$ cat src/rtl/capture_ctrl.sv
// -----------------------------------------------------------------------------
// capture_ctrl
// Sequences the switch-capture datapath. The capture button is debounced on
// both press and release. Each accepted press produces exactly one
// single-cycle enable for the switch register. When more than THRESHOLD
// switches are on, the same press also produces an enable for the event
// counter on that same cycle.
//
// Ports
//   clk50_i   in   1     system clock (50 MHz)
//   arst_i    in   1     synchronous active-high reset
//   key_n_i   in   1     raw capture button, active-low, asynchronous
//   sw_i      in   SW_W  raw switches, asynchronous
//   reg_en_o  out  1     one-cycle capture strobe to the switch register
//   cnt_en_o  out  1     one-cycle increment strobe to the event counter
//   sw_o      out  SW_W  synchronized switches (switch register d input)
//   popcnt_o  out  4     popcount latched at the last capture
//   busy_o    out  1     high whenever the controller is not idle
// -----------------------------------------------------------------------------
module capture_ctrl #(
    parameter int unsigned DEBOUNCE_CYCLES = 500000,  // legal range 1..2^24-1
    parameter int unsigned SW_W            = 10,      // <= 15 for 4-bit popcount
    parameter int unsigned THRESHOLD       = 3
) (
    input  logic            clk50_i,
    input  logic            arst_i,
    input  logic            key_n_i,
    input  logic [SW_W-1:0] sw_i,
    output logic            reg_en_o,
    output logic            cnt_en_o,
    output logic [SW_W-1:0] sw_o,
    output logic [3:0]      popcnt_o,
    output logic            busy_o
);

    localparam logic [23:0] TIMER_TERM = 24'(DEBOUNCE_CYCLES - 1);
    localparam logic [4:0]  THRESH_W   = 5'(THRESHOLD);

    typedef enum logic [2:0] {
        ST_IDLE,
        ST_DEB_PRESS,
        ST_FIRE,
        ST_WAIT_REL,
        ST_DEB_REL
    } state_t;

    // Two-flop synchronizers
    logic            r_key_meta;
    logic            r_key_s;
    logic [SW_W-1:0] r_sw_meta;
    logic [SW_W-1:0] r_sw_sync;

    // FSM state and registered outputs
    state_t          r_state;
    logic [23:0]     r_timer;
    logic            r_reg_en;
    logic            r_cnt_en;
    logic [3:0]      r_popcnt;
    logic            r_busy;

    logic [3:0]      w_pop_next;

    always_ff @(posedge clk50_i) begin
        if (arst_i) begin
            r_key_meta <= 1'b1;
            r_key_s    <= 1'b1;
            r_sw_meta  <= '0;
            r_sw_sync  <= '0;
        end else begin
            r_key_meta <= key_n_i;
            r_key_s    <= r_key_meta;
            r_sw_meta  <= sw_i;
            r_sw_sync  <= r_sw_meta;
        end
    end

    // The strobes are registered, so they are computed on the edge that
    // enters FIRE. On that same edge the first synchronizer stage moves into
    // sw_o. Counting the first stage therefore gives the popcount of the
    // value that sw_o holds during FIRE. That is the value the switch
    // register captures, so cnt_en_o and popcnt_o always agree with it,
    // even if the switches move just before the capture.
    always_comb begin
        w_pop_next = '0;
        for (int i = 0; i < int'(SW_W); i++) begin
            w_pop_next = w_pop_next + {3'b000, r_sw_meta[i]};
        end
    end

    // Each transition clears the timer, so every state is entered with
    // timer == 0. The bounce check is tested before terminal count, so a
    // level change on the terminal edge wins over the timeout.
    always_ff @(posedge clk50_i) begin
        if (arst_i) begin
            r_state  <= ST_IDLE;
            r_timer  <= '0;
            r_reg_en <= 1'b0;
            r_cnt_en <= 1'b0;
            r_popcnt <= '0;
            r_busy   <= 1'b0;
        end else begin
            r_reg_en <= 1'b0;
            r_cnt_en <= 1'b0;
            case (r_state)
                ST_IDLE: begin
                    if (!r_key_s) begin
                        r_state <= ST_DEB_PRESS;
                        r_timer <= '0;
                        r_busy  <= 1'b1;
                    end
                end

                ST_DEB_PRESS: begin
                    if (r_key_s) begin
                        r_state <= ST_IDLE;
                        r_timer <= '0;
                        r_busy  <= 1'b0;
                    end else if (r_timer == TIMER_TERM) begin
                        r_state  <= ST_FIRE;
                        r_timer  <= '0;
                        r_reg_en <= 1'b1;
                        r_cnt_en <= ({1'b0, w_pop_next} > THRESH_W);
                        r_popcnt <= w_pop_next;
                    end else begin
                        r_timer <= r_timer + 24'd1;
                    end
                end

                // FIRE lasts one cycle. The default clear of the strobes
                // above drops them on the edge that leaves FIRE.
                ST_FIRE: begin
                    r_state <= ST_WAIT_REL;
                    r_timer <= '0;
                end

                ST_WAIT_REL: begin
                    if (r_key_s) begin
                        r_state <= ST_DEB_REL;
                        r_timer <= '0;
                    end
                end

                ST_DEB_REL: begin
                    if (!r_key_s) begin
                        r_state <= ST_WAIT_REL;
                        r_timer <= '0;
                    end else if (r_timer == TIMER_TERM) begin
                        r_state <= ST_IDLE;
                        r_timer <= '0;
                        r_busy  <= 1'b0;
                    end else begin
                        r_timer <= r_timer + 24'd1;
                    end
                end

                default: begin
                    r_state <= ST_IDLE;
                    r_timer <= '0;
                    r_busy  <= 1'b0;
                end
            endcase
        end
    end

    assign reg_en_o = r_reg_en;
    assign cnt_en_o = r_cnt_en;
    assign sw_o     = r_sw_sync;
    assign popcnt_o = r_popcnt;
    assign busy_o   = r_busy;

endmodule

$ cat config.mk
export PLATFORM = sky130hd
export DESIGN_NAME = capture_ctrl
export DESIGN_NICKNAME = d
export VERILOG_FILES = /design/src/rtl/capture_ctrl.sv
export SDC_FILE = /design/constraint.sdc
export NUM_CORES = 1
export LEC_CHECK = 0
export ABC_AREA = 1
export CAP_MARGIN = 30
export CORE_AREA = 4 4 78 80
export CTS_BUF_LIST = sky130_fd_sc_hd__clkbuf_8
export DETAILED_ROUTE_END_ITERATION = 8
export DIE_AREA = 0 0 82 84
export PLACE_DENSITY_LB_ADDON = 0.08
export REMOVE_ABC_BUFFERS = 1
export SLEW_MARGIN = 20
export SYNTH_ARGS = -nofsm -noshare
export SYNTH_HDL_FRONTEND = slang
export SYNTH_SLANG_ARGS = --single-unit
$ cat constraint.sdc
create_clock -name clk50_i -period 4.09 [get_ports clk50_i]
set_input_delay 0.6135 -clock clk50_i [delete_from_list [all_inputs] [get_ports clk50_i]]
set_output_delay 0.6135 -clock clk50_i [all_outputs]
set_load 0.01 [all_outputs]
==> results.json <==
{
  "relSlewSlack_pct": 65.58,
  "dp_hpwl_um": 4667,
  "slew_violations": 0,
  "fmax_ghz": 0.3421,
  "cp-end-kind": "flop",
  "hp-class": "reg2reg",
  "port_buffers": 29,
  "m1WireLength_um": 2680,
  "grt.overflow.total": 0,
  "grt_pass1_wl_um": 10540,
  "period_share_pct": 71.47,
  "cts.clk_slew.worst_paths_ns": 0.10,
  "start_util_pct": 52.82,
  "grt_start_max_net_pins": 32,
  "required_ns": 4.33,
  "power.density_nw_per_um2": 370.4,
  "syn_inst": 421,
  "worstSetupPathType": "reg2reg",
  "crit_path_cell_trace": "fa_1 -> inv_1 -> fa_1 -> fa_1 -> inv_1 -> ha_1 -> inv_1 -> fa_1 -> xor2_1 -> nand2_1 -> a21oi_1",
  "antenna_left": 0,
  "rows": 27,
  "tightest_slew_ns": 0.5150,
  "root_buffer": "clkbuf_8",
  "crit_buf_inv": 3,
  "cts_num_sinks": 56,
  "drt_wl_total_um": 6131,
  "gp_congestion": 0.9412,
  "postPlaceCellArea_um2": 3192,
  "post-cts-setup-buffers": 0,
  "drive_above_1_share_pct": 6.652,
  "drv_cap": 0,
  "crit_family": "adder cells",
  "cts_resized": 0,
  "cp_common_cell": "fa_1",
  "grt_use_total_pct": 19.17,
  "die_w_um": 82,
  "routed.top_layer": "met4",
  "crit_path_start_kind": "flop",
  "setup_tns_ns": 0,
  "antenna_found_initial": 0,
  "met2WireLength_um": 3015,
  "io_pins": 30,
  "wl_per_cell_um": 11.72,
  "p_leak_nw": 1.393,
  "insertion_delay_ns": 0.31,
  "cts-htree-levels": 2,
  "fin_area_um2": 3283,
  "drt_iter0_drc": 177,
  "cts_hold_buf": 0,
  "area_growth_pct": 14.99,
  "crit_path_max_incr_delay_ns": 0.53,
  "synth_warnings": 0,
  "dr_wl_met3_um": 380,
  "yosysSeqAreaShare_pct": 39.26,
  "cts_tree": "done",
  "finalClockSkew_ns": 0.007638,
  "finalSetupViolCount": 0,
  "core_area_um2": 5405,
  "syn_avg_cell_area_um2": 6.782,
  "grt_pass1_vias": 2362,
  "cts_made_buffers": 5,
  "worstPathMaxFanout": 2,
  "via_per_inst": 4.857,
  "grt_setup_unrepaired": "no",
  "diodes": 0,
  "max-clock-path-buffers": 2,
  "drcViolationCount": 0,
  "vias": 2540,
  "hold_ws_ns": 0.4203,
  "firstDrtPassIters": 4,
  "synth_area_um2": 2855,
  "final_nets": 472,
  "min_period_ns": 2.923,
  "synth-seq-cells": 56,
  "hold_viol_final": 0,
  "outcome": "complete, no violations",
  "die_area_um2": 6888,
  "cp_slowest_cell": "fa_1",
  "synth_cell_types": 28,
  "vdd.ir_drop.worst_uv": 273.2,
  "fill_cells": 523,
  "die_h_um": 84,
  "reg2reg_slack_ns": 1.17,
  "cp.arrival_ns": 3.17
}
-- state kept, by name, summed over array words and instances, names as in the netlist --
register,cells
r_sw_meta,10
r_state,3
r_timer,24
popcnt_o,4
sw_o,10
cnt_en_o,1
r_key_meta,1
r_key_s,1
busy_o,1
reg_en_o,1
-- routing by layer --
layer,vias to the layer above,GRT usage [%]
met2,65,32.55
li1,1347,-
met5,-,0
met3,6,4.644
met4,0,4.381
met1,1122,24.09
-- where the power goes --
part | internal, mW | switching [mW]
sequential | 0.570 | 0.0185
combinational | 0.0999 | 0.220
clock | 0.123 | 0.185
-- cells in the mapped netlist --
cell      number  area, µm²
nor2_2         6      37.54
nand2_2        2      12.51
buf_4          1      7.510
a21oi_1       13      65.06
nor3b_1        1      7.510
inv_2          3      11.26
nand4_1       10      62.56
and2_4         1      8.760
clkinv_1       2      7.510
nand2_1       86      322.8
nand3_2        1      10.01
nor2_1        85      319.1
o21ai_0        7      35.03
buf_2          2      10.01
fa_1           6      120.1
xor2_1         4      35.03
clkbuf_1       3      11.26
dfxtp_1       56       1121
nand3_1       36      180.2
nor3_1        11      55.05
nand2_4        3      33.78
buf_6          2      22.52
inv_1         71      266.5
o21bai_1       1      7.510
or2_2          2      12.51
nand4_2        1      12.51
ha_1           3      37.54
nor2_4         2      22.52
-- final cells by class --
| class | instances | area [µm²] | share of cell area, % |
|---|---|---|---|
| Inverter | 76 | 285.3 | 8.689 |
| Timing Repair Buffer | 30 | 297.8 | 9.070 |
| Multi-Input combinational cell | 281 | 1398 | 42.57 |
| Sequential cell | 56 | 1121 | 34.15 |
| Clock buffer | 5 | 68.82 | 2.096 |
| Clock inverter | 3 | 22.52 | 0.6860 |
| Tap cell | 72 | 90.09 | 2.744 |
-- final timing paths --
check | from | to | cells past startpoint
worst min-delay path | r_key_meta | r_key_s | 1
worst max register to register | r_sw_meta[0] | cnt_en_o | 11
worst min register to register | r_key_meta | r_key_s | 1
worst max-delay path | r_sw_meta[0] | cnt_en_o | 11
-- layout by cell type, fill, tap and decap left out --
master and n:
nand2_1 86, nor2_1 85, inv_1 71, dfxtp_1 56
nand3_1 36, clkdlybuf4s50_1 29, a21oi_1 13, nor3_1 11
nand4_1 10, o21ai_0 7, nor2_2 6, fa_1 6
clkbuf_8 5, xor2_1 4, inv_2 3, nand2_4 3
ha_1 3, nand2_2 2, nor2_4 2, clkinv_1 2
or2_2 2, and2_4 1, nand3_2 1, nand4_2 1
nor3b_1 1, o21bai_1 1, clkinv_2 1, inv_6 1
clkinv_4 1, buf_4 1
-- stage by stage --
| step | std cells | utilization, % | power (mW) | worst slack, ns |
|---|---|---|---|---|
| after floorplan | 413 | - | 0.8163 | 1.305 |
| after global placement | 515 | 59.05 | 0.9148 | 1.217 |
| after detailed placement | 515 | 59.05 | 0.9204 | 1.185 |
| after CTS | 523 | 60.74 | 1.232 | 1.155 |
| after global routing | 523 | 60.74 | 1.293 | 1.067 |
| final | 523 | 60.74 | 1.216 | 1.167 |
-- kinds of logic (layout without fill, tap and decap cells) --
family | Yosys count | in the layout | share of synthesized area (%)
buf+inv | 84 | 114 | 11.79
compound gates | 21 | 21 | 3.769
fa+ha+maj | 9 | 9 | 5.522
flops | 56 | 56 | 39.26
simple gates | 247 | 247 | 38.43
xor+xnor | 4 | 4 | 1.227
(Power assumes the default switching activity.)
